[src/rtl/lif_pkg.sv]
// Shared constants and arithmetic helpers for the time-multiplexed LIF neuron array.
package lif_pkg;

    localparam int DEF_N_NEURONS   = 4;
    localparam int DEF_W           = 8;
    localparam int DEF_LEAK_SHIFT  = 1;
    localparam int DEF_REFRACT_CYC = 2;

    function automatic int idx_w(input int n);
        return (n <= 2) ? 1 : $clog2(n);
    endfunction

    // Subtracting the shifted value rounds the leaked membrane up, so small v never decays to zero early.
    function automatic logic [31:0] ceil_leak(input logic [31:0] v, input int shift);
        return v - (v >> shift);
    endfunction

    function automatic logic [31:0] sat_add(input logic [31:0] a, input logic [31:0] b, input int w);
        logic [32:0] sum;
        logic [32:0] lim;
        sum = {1'b0, a} + {1'b0, b};
        lim = (33'd1 << w) - 33'd1;
        if (sum > lim) begin
            return lim[31:0];
        end else begin
            return sum[31:0];
        end
    endfunction

endpackage

[src/rtl/lif_neuron_array_if.sv]
// Control, write, monitor and spike-event signals of the LIF neuron array.
interface lif_neuron_array_if
    import lif_pkg::*;
#(
    parameter int N_NEURONS = DEF_N_NEURONS,
    parameter int W         = DEF_W
);
    localparam int IW = idx_w(N_NEURONS);

    logic                 en;
    logic                 wr_en;
    logic [IW-1:0]        wr_addr;
    logic [W-1:0]         wr_data;
    logic [W-1:0]         thresh;
    logic [IW-1:0]        mon_sel;
    logic [W-1:0]         mon_state;
    logic                 spike_valid;
    logic [IW-1:0]        spike_id;
    logic [N_NEURONS-1:0] spike_vec;
    logic                 sweep_done;

    modport master (
        output en, wr_en, wr_addr, wr_data, thresh, mon_sel,
        input  mon_state, spike_valid, spike_id, spike_vec, sweep_done
    );

    modport slave (
        input  en, wr_en, wr_addr, wr_data, thresh, mon_sel,
        output mon_state, spike_valid, spike_id, spike_vec, sweep_done
    );

endinterface

[src/rtl/lif_update_core.sv]
// Combinational single-neuron update: leak, add current, saturate, threshold, reset by subtraction.
module lif_update_core
    import lif_pkg::*;
#(
    parameter int W          = DEF_W,
    parameter int LEAK_SHIFT = DEF_LEAK_SHIFT
) (
    input  logic [W-1:0] v,
    input  logic [W-1:0] cur,
    input  logic [W-1:0] thresh,
    output logic [W-1:0] v_next,
    output logic         spike
);

    logic [31:0]  leaked_s;
    logic [31:0]  sum32_s;
    logic [W-1:0] sum_s;

    // Saturated sum, then fire when a non-zero threshold is reached.
    always_comb begin
        leaked_s = ceil_leak(32'(v), LEAK_SHIFT);
        sum32_s  = sat_add(leaked_s, 32'(cur), W);
        sum_s    = sum32_s[W-1:0];
        if ((thresh != {W{1'b0}}) && (sum_s >= thresh)) begin
            spike  = 1'b1;
            v_next = sum_s - thresh;
        end else begin
            spike  = 1'b0;
            v_next = sum_s;
        end
    end

endmodule

[src/rtl/lif_neuron_array.sv]
// Time-multiplexed leaky integrate-and-fire array: one neuron update per enabled cycle.
// Optional refractory period is built when LIF_REFRACTORY_EN is defined.
module lif_neuron_array
    import lif_pkg::*;
#(
    parameter int N_NEURONS   = DEF_N_NEURONS,
    parameter int W           = DEF_W,
    parameter int LEAK_SHIFT  = DEF_LEAK_SHIFT,
    parameter int REFRACT_CYC = DEF_REFRACT_CYC
) (
    input logic               clk,
    input logic               rst,
    lif_neuron_array_if.slave bus
);

    localparam int IW = idx_w(N_NEURONS);

    logic [IW-1:0]        ptr_r;
    logic [W-1:0]         v_r   [N_NEURONS];
    logic [W-1:0]         cur_r [N_NEURONS];
    logic [N_NEURONS-1:0] acc_r;
    logic [W-1:0]         mon_state_r;
    logic                 spike_valid_r;
    logic [IW-1:0]        spike_id_r;
    logic [N_NEURONS-1:0] spike_vec_r;
    logic                 sweep_done_r;

    logic [W-1:0]         core_v_s;
    logic                 core_spike_s;
    logic [W-1:0]         upd_v_s;
    logic                 upd_spike_s;

    lif_update_core #(
        .W          (W),
        .LEAK_SHIFT (LEAK_SHIFT)
    ) u_core (
        .v      (v_r[ptr_r]),
        .cur    (cur_r[ptr_r]),
        .thresh (bus.thresh),
        .v_next (core_v_s),
        .spike  (core_spike_s)
    );

`ifdef LIF_REFRACTORY_EN
    localparam int RW = (REFRACT_CYC < 1) ? 1 : $clog2(REFRACT_CYC + 1);

    logic [RW-1:0] refr_r [N_NEURONS];

    // A refractory neuron ignores its input, stays at zero and cannot fire.
    always_comb begin
        if (refr_r[ptr_r] != {RW{1'b0}}) begin
            upd_v_s     = {W{1'b0}};
            upd_spike_s = 1'b0;
        end else begin
            upd_v_s     = core_v_s;
            upd_spike_s = core_spike_s;
        end
    end

    // Per-neuron count of remaining refractory updates.
    always_ff @(posedge clk or posedge rst) begin
        if (rst) begin
            for (int i = 0; i < N_NEURONS; i++) begin
                refr_r[i] <= {RW{1'b0}};
            end
        end else if (bus.en) begin
            if (refr_r[ptr_r] != {RW{1'b0}}) begin
                refr_r[ptr_r] <= refr_r[ptr_r] - RW'(1);
            end else if (core_spike_s) begin
                refr_r[ptr_r] <= RW'(REFRACT_CYC);
            end else begin
                refr_r[ptr_r] <= refr_r[ptr_r];
            end
        end else begin
            refr_r[ptr_r] <= refr_r[ptr_r];
        end
    end
`else
    // Without the refractory feature the core result is used directly.
    always_comb begin
        upd_v_s     = core_v_s;
        upd_spike_s = core_spike_s;
    end
`endif

    // Neuron state, current registers, sweep bookkeeping and registered outputs.
    always_ff @(posedge clk or posedge rst) begin
        if (rst) begin
            ptr_r         <= {IW{1'b0}};
            acc_r         <= {N_NEURONS{1'b0}};
            mon_state_r   <= {W{1'b0}};
            spike_valid_r <= 1'b0;
            spike_id_r    <= {IW{1'b0}};
            spike_vec_r   <= {N_NEURONS{1'b0}};
            sweep_done_r  <= 1'b0;
            for (int i = 0; i < N_NEURONS; i++) begin
                v_r[i]   <= {W{1'b0}};
                cur_r[i] <= {W{1'b0}};
            end
        end else begin
            // The core already read the old current, so a same-cycle write lands on the next update.
            if (bus.wr_en) begin
                cur_r[bus.wr_addr] <= bus.wr_data;
            end else begin
                cur_r[bus.wr_addr] <= cur_r[bus.wr_addr];
            end
            if (bus.en) begin
                v_r[ptr_r]    <= upd_v_s;
                spike_valid_r <= upd_spike_s;
                spike_id_r    <= ptr_r;
                if (ptr_r == IW'(N_NEURONS - 1)) begin
                    ptr_r        <= {IW{1'b0}};
                    acc_r        <= {N_NEURONS{1'b0}};
                    spike_vec_r  <= acc_r | ({{(N_NEURONS-1){1'b0}}, upd_spike_s} << ptr_r);
                    sweep_done_r <= 1'b1;
                end else begin
                    ptr_r         <= ptr_r + IW'(1);
                    acc_r[ptr_r]  <= upd_spike_s;
                    sweep_done_r  <= 1'b0;
                end
            end else begin
                spike_valid_r <= 1'b0;
                sweep_done_r  <= 1'b0;
            end
            mon_state_r <= v_r[bus.mon_sel];
        end
    end

    assign bus.mon_state   = mon_state_r;
    assign bus.spike_valid = spike_valid_r;
    assign bus.spike_id    = spike_id_r;
    assign bus.spike_vec   = spike_vec_r;
    assign bus.sweep_done  = sweep_done_r;

endmodule

[src/flat_wrapper.sv]
// flat-port wrapper written by rule: the top's interface ports become plain ports
module lif_neuron_array_flat import lif_pkg::*;
#(
    parameter int N_NEURONS   = DEF_N_NEURONS,
    parameter int W           = DEF_W,
    parameter int LEAK_SHIFT  = DEF_LEAK_SHIFT,
    parameter int REFRACT_CYC = DEF_REFRACT_CYC
)
  (clk, rst, bus_en, bus_wr_en, bus_wr_addr, bus_wr_data, bus_thresh, bus_mon_sel, bus_mon_state, bus_spike_valid, bus_spike_id, bus_spike_vec, bus_sweep_done);
  lif_neuron_array_if #(.N_NEURONS(N_NEURONS), .W(W)) bus_i ();
  input logic clk;
  input logic rst;
  input wire logic [$bits(bus_i.en)-1:0] bus_en;
  input wire logic [$bits(bus_i.wr_en)-1:0] bus_wr_en;
  input wire logic [$bits(bus_i.wr_addr)-1:0] bus_wr_addr;
  input wire logic [$bits(bus_i.wr_data)-1:0] bus_wr_data;
  input wire logic [$bits(bus_i.thresh)-1:0] bus_thresh;
  input wire logic [$bits(bus_i.mon_sel)-1:0] bus_mon_sel;
  output wire logic [$bits(bus_i.mon_state)-1:0] bus_mon_state;
  output wire logic [$bits(bus_i.spike_valid)-1:0] bus_spike_valid;
  output wire logic [$bits(bus_i.spike_id)-1:0] bus_spike_id;
  output wire logic [$bits(bus_i.spike_vec)-1:0] bus_spike_vec;
  output wire logic [$bits(bus_i.sweep_done)-1:0] bus_sweep_done;
  assign bus_i.en = bus_en;
  assign bus_i.wr_en = bus_wr_en;
  assign bus_i.wr_addr = bus_wr_addr;
  assign bus_i.wr_data = bus_wr_data;
  assign bus_i.thresh = bus_thresh;
  assign bus_i.mon_sel = bus_mon_sel;
  assign bus_mon_state = bus_i.mon_state;
  assign bus_spike_valid = bus_i.spike_valid;
  assign bus_spike_id = bus_i.spike_id;
  assign bus_spike_vec = bus_i.spike_vec;
  assign bus_sweep_done = bus_i.sweep_done;
  lif_neuron_array #(.N_NEURONS(N_NEURONS), .W(W), .LEAK_SHIFT(LEAK_SHIFT), .REFRACT_CYC(REFRACT_CYC)) u_core (.clk(clk), .rst(rst), .bus(bus_i));
endmodule
[config.mk]
export PLATFORM = sky130hd
export DESIGN_NAME = lif_neuron_array_flat
export DESIGN_NICKNAME = d
export VERILOG_FILES = /design/src/rtl/lif_pkg.sv /design/src/rtl/lif_neuron_array_if.sv /design/src/rtl/lif_update_core.sv /design/src/rtl/lif_neuron_array.sv /design/src/flat_wrapper.sv
export SDC_FILE = /design/constraint.sdc
export NUM_CORES = 1
export LEC_CHECK = 0
export CAP_MARGIN = 25
export CORE_UTILIZATION = 40
export DETAILED_ROUTE_END_ITERATION = 16
export REMOVE_ABC_BUFFERS = 1
export SLEW_MARGIN = 25
export SYNTH_ARGS = -nofsm -noshare
export SYNTH_HDL_FRONTEND = slang
export SYNTH_SLANG_ARGS = --single-unit
[constraint.sdc]
create_clock -name clk -period 16.2 [get_ports clk]
set_clock_uncertainty 0.2 [all_clocks]
set_input_delay 1.62 -clock clk [delete_from_list [all_inputs] [get_ports clk]]
set_output_delay 1.62 -clock clk [all_outputs]
set_load 0.02 [all_outputs]
==> results of run 1 <==
area by class of cell:
| type | instances | area (µm²) |
|---|---|---|
| Multi-Input combinational cell | 418 | 3160 |
| Inverter | 35 | 133 |
| Sequential cell | 86 | 2150 |
| Timing Repair Buffer | 43 | 420 |
| Clock buffer | 9 | 225 |
| Tap cell | 176 | 220 |
| Fill cell | 1249 | 7040 |
| Clock inverter | 5 | 52.6 |
logic make-up (layout without fill, tap and decap cells):
group	after synthesis	after routing	synth area share, %
AOI/OAI and AO/OA	132	132	14.9
DFF	86	86	38.7
buffers and inverters	63	92	4.41
adders and majority gates	40	40	9.41
and+or+nand+nor	190	190	15.4
xor gates and xnor gates	11	11	1.73
muxes	45	45	15.4
per-layer routing:
layer	part of all wire (%)	global-route usage (%)
met4	2.7	7.89
met2	46	31.5
met3	6.8	4.85
met5	0	0
met1	45	28.5
metrics by stage:
step	hold slack [ps]	instance area [µm²]	util (%)	instances	worst slack, ps
global route	316	6360	47.5	772	6980
floorplan	249	5450	-	539	8770
CTS	291	6360	47.5	772	7700
detailed placement	273	6090	45.4	758	7750
global placement	271	6090	45.4	758	7970
finish	292	6360	47.5	772	7740
synth_stat cells (all sizes together), types with 5 or more instances:
master and count:
ha 37, o21ai 63, o31ai 5, dfrtp 86, nor2 35, o21a 9
a22oi 5, inv 34, a21oi 17, buf 10, mux4 32, nor3 10
nand2 84, nand3 31, xnor2 7, mux2i 8, clkbuf 18, mux2 5
nor4 5, o211ai 5
sequential cells by signal, indices dropped and copies added, names as in the netlist:
signal and count:
u_core.ptr_r 2, u_core.bus.mon_state 8, u_core.cur_r 32, u_core.acc_r 4, u_core.bus.spike_id 2, u_core.bus.sweep_done 1, u_core.bus.spike_vec 4, u_core.v_r 32
u_core.bus.spike_valid 1
path summary, 6_finish.rpt:
| path | startpoint | endpoint | cells past startpoint |
|---|---|---|---|
| worst max register to register | u_core.ptr_r[0] | u_core.v_r[10] | 25 |
| worst max-delay path | u_core.ptr_r[0] | u_core.v_r[10] | 25 |
| worst min register to register | u_core.acc_r[3] | u_core.acc_r[3] | 1 |
| max in group asynchronous | rst | u_core.v_r[25] | 3 |
| min in group asynchronous | rst | u_core.cur_r[0] | 2 |
| worst min-delay path | u_core.acc_r[3] | u_core.acc_r[3] | 1 |
==> metrics.md, run 1 <==
| Metric | Value |
|---|---|
| Synth area leader | dfrtp_1 |
| RePlAce Congestion | ~0.9 |
| Drt total wl | approximately 14 mm |
| CP Launch Type | register |
| Initial Utilization | 41.5% |
| Drt drc | 0 |
| Commonest cells after routing, fill and taps aside | dfrtp_1 (86), nand2_1 (84), o21ai_0 (62), clkdlybuf4s50_1 (39), ha_1 (37) |
| Worst-Margin Slew | 1040 ps |
| CTS tree | yes |
| Final setup TNS | 0 ps |
| Worst-Skew Late Latency | 340 ps |
| Critical Path Slowest Stage Cell | o41a_1 |
| Buf+Inv Stages, Crit Path | 1 |
| Synth top area share | 38.7% |
| Vias per std cell | 5.85 |
| CTS max path bufs | 2 |
| Ys async rst share | 100% |
| Cell family with most CP delay | simple AND/OR/NAND/NOR gates |
| DR iter-0 viols | 368 |
| Avg Inst Size Synth | 9.80 µm² |
| Global route total overflow | 0 |
| FP Rows | 42 |
| CTS root buffer | clkbuf_16 |
| Hold Vio Cnt, Final | 0 |
| Worst Setup Path Type | register to register |
| FF-to-FF setup slack | 7740 ps |
| Most frequent CP cell | ha_1 |
| Reg clk slew, reported paths | about 60 ps |
| F_max | 0.118 GHz |
| Horiz. Die Dim | between 100 and 150 µm |
| Register area share after synthesis | 38.7% |
| Port buffer count | 39 |
| Num Clock Sinks | 86 |
| Worst hold-check path type | register to register |
| Post-CTS Setup Bufs | 0 |
| RSZ-0062 raised after global routing | no |
| Critical path required time | 16190 ps |
| Synthesis-stage register bit count | 86 |
| Post-CTS sizing | 0 |
| Num CTS Buffers | 9 |
| Final setup vio count | 0 |
| Signal arrival time at the worst endpoint | between 8000 and 9000 ps |
| CP Capture Type | register |
| Ports | 40 |
| Nets | about 660 |
| H-Tree Depth | 3 |
| Placeable Area | roughly 13000 µm² |
| Placed wire-length estimate | 10.0 mm |
| Area Growth Syn to Fin | 14.5% |
| Tot GR Track Use | 20.7% |
| Layout cells sized above 1 | 10.7% |
| Drt first pass iters | 5 |
| Die Span Y | 120 µm |
| Cts hold-fix bufs | 0 |
| Largest net degree at the start of global routing | 55 |
| Global-route wire length before repair | 22.9 mm |
| Die area | between 10000 and 15000 µm² |
| Crit Path Max Fanout | 18 |
| Commonest non-fill, non-tap cell in the layout | dfrtp_1 |
| Tmin final | ~8500 ps |
| Vias | about 4500 |
| Routed len/inst | 17.7 µm |
| Antenna cells | 0 |
| Synthesized cell area | 5560 µm² |
| Detail Route Antenna Nets | 0 |
| Library cells used by synthesis | 55 |
| Area contributors post-synth | dfrtp_1 (39%), mux4_2 (13%), ha_1 (8.3%) |
| Period utilisation layout | 52.2% |
| Vias in the first global route | 4553 |
| Initial antenna violation count | 0 |
| CP max stage delay | 720 ps |
| Ys Warns | 0 |
| Outcome | finished, final reports clean |
| Worst relative slew slack | roughly 30% |
| EDFF count, synth | 0 |
| Max-slew violation count | 0 |
| Primary FF master, synth | dfrtp_1 |
| Cells after synthesis | 567 |
| Max-cap viol count | 0 |
Power of run 1 is not shown: default switching activity piles up to over one toggle a cycle in this logic, so the estimate is an artifact.
==> run 2: changes to the inputs <==
Clock period 16.2 ns to 7.9 ns, I/O delays scaled along.
==> metrics.md, run 2 (synthesized netlist as in run 1, its figures left out) <==
| Metric | Value |
|---|---|
| Outcome | finished, final reports clean |
| Initial antenna violation count | 0 (unchanged) |
| Global route total overflow | 0 (unchanged) |
| RePlAce Congestion | 0.873 (-2.8%) |
| H-Tree Depth | 3 (unchanged) |
| CP max stage delay | 590 ps (-130 ps) |
| Sequential cell area | 2150 µm² (about the same) |
| Final setup vio count | 0 (unchanged) |
| Final setup TNS | 0 ps (unchanged) |
| Drt first pass iters | 5 (unchanged) |
| Detail Route Antenna Nets | 0 (unchanged) |
| Routed len/inst | 18.1 µm (+2.6%) |
| Layout cells sized above 1 | 12.0% (+1.3 points) |
| Commonest non-fill, non-tap cell in the layout | dfrtp_1 |
| Die area | 14400 µm² (unchanged) |
| Multi-input gate area | 3160 µm² (unchanged) |
| Worst relative slew slack | 30.1% (+0.045 points) |
| RSZ-0062 raised after global routing | no |
| CTS max path bufs | 2 (unchanged) |
| Horiz. Die Dim | 120 µm (unchanged) |
| Num CTS Buffers | 9 (unchanged) |
| Tmin final | 7290 ps (-1170 ps) |
| Critical Path Slowest Stage Cell | mux4_2 |
| Drt total wl | 14.2 mm (+4.1%) |
| Vias in the first global route | 4482 (-1.6%) |
| Vias | 4462 (-1.2%) |
| Worst hold-check path type | register to register |
| FP Rows | 42 (unchanged) |
| Placed wire-length estimate | 10.4 mm (+4.0%) |
| Placeable Area | 13400 µm² (unchanged) |
| Ports | 40 (unchanged) |
| Cts hold-fix bufs | 0 (unchanged) |
| CP Capture Type | register |
| Reg clk slew, reported paths | 60 ps (about the same) |
| Largest net degree at the start of global routing | 46 (-16%) |
| # fillers | 1264 (+1.2%) |
| Worst-Skew Late Latency | 340 ps (about the same) |
| CTS tree | yes |
| Critical path required time | 7920 ps (-8270 ps) |
| F_max | 0.137 GHz (+16%) |
| Worst-Margin Slew | 1030 ps (-2.87 ps) |
| Num Clock Sinks | 86 (unchanged) |
| Vias per std cell | 5.70 (-2.6%) |
| Die Span Y | 120 µm (unchanged) |
| CP Launch Type | register |
| Area Growth Syn to Fin | 16.5% |
| Commonest cells after routing, fill and taps aside | dfrtp_1 (85), nand2_1 (84), o21ai_0 (62), clkdlybuf4s50_1 (39), ha_1 (37) |
| Initial Utilization | 41.5% (unchanged) |
| DR iter-0 viols | 296 (-20%) |
| CTS root buffer | clkbuf_16 |
| Global-route wire length before repair | 23.3 mm (+1.6%) |
| Crit Path Max Fanout | 10 (-8) |
| Drt drc | 0 (unchanged) |
| Signal arrival time at the worst endpoint | 7310 ps (-1140 ps) |
| Port buffer count | 39 (unchanged) |
| Hold Vio Cnt, Final | 0 (unchanged) |
| Max-cap viol count | 0 (unchanged) |
| Max-slew violation count | 0 (unchanged) |
| Tot GR Track Use | 21.1% (+0.48 points) |
| Nets | 666 (+1.4%) |
| Period utilisation layout | 92.2% (+40 points) |
| Antenna cells | 0 (unchanged) |
| Worst Setup Path Type | register to register |
| Most frequent CP cell | ha_1 |
run 2: changes by cell type in the layout (fill, tap and decap cells not counted), sizes merged:
cell	previous run	this run
buf	4	13
clkbuf	9	13
clkinv	5	2
bufinv	1	2
run 2: timing repair:
item / in CTS / in global routing
endpoints found under the hold margin: 0 / 0
endpoints found under the setup margin: 0 / 39
resized for setup: 0 / 1
buffers inserted: 0 / 2
run 2: cell type report:
class	instances	area share (%)
Clock inverter	3	1.04
Clock buffer	13	3.87
Sequential cell	86	33.3
Timing Repair Buffer	52	7.54
Inverter	35	2.05
Tap cell	176	3.40
Multi-Input combinational cell	418	48.8
run 2: path summary, 6_finish.rpt:
| kind | from | to | slack (ps) | cells past startpoint |
|---|---|---|---|---|
| max | u_core.ptr_r[0] | u_core.v_r[14] | 610 | 28 |
| min | u_core.acc_r[3] | u_core.acc_r[3] | 290 | 1 |
| max reg2reg | u_core.ptr_r[0] | u_core.v_r[14] | 610 | 28 |
| min reg2reg | u_core.acc_r[3] | u_core.acc_r[3] | 290 | 1 |
| max in group asynchronous | rst | u_core.ptr_r[0] | 5770 | 3 |
| min in group asynchronous | rst | u_core.bus.spike_vec[3] | 690 | 2 |
run 2: layer usage:
metal / track usage [%] / wire (µm)
met5: 0 / 0
met4: 7.11 / 225
met3: 2.47 / 515
met2: 34.3 / 6880
met1: 29.4 / 6590
run 2: per-stage QoR:
step | util, % | std cells | hold slack [ps] | setup slack [ps] | area (µm²)
2_1_floorplan | - | 539 | 249 | 470 | 5450
3_3_place_gp | 45.8 | 765 | 271 | 667 | 6140
3_5_place_dp | 45.8 | 765 | 276 | 442 | 6140
4_1_cts | 48.2 | 781 | 295 | 405 | 6460
5_1_grt | 48.3 | 783 | 323 | 38.5 | 6470
6_report | 48.3 | 783 | 290 | 614 | 6470
run 2: critical path, delay by kind of cell (launching register included):
kind	cells	cell delay (ps)
DFF	1	500
AOI/OAI and AO/OA	10	2500
adders and majority gates	4	1330
and+or+nand+nor	9	1400
muxes	2	890
buffers and inverters	2	260
xor gates and xnor gates	1	90
Power of run 2 is left out for the same reason.
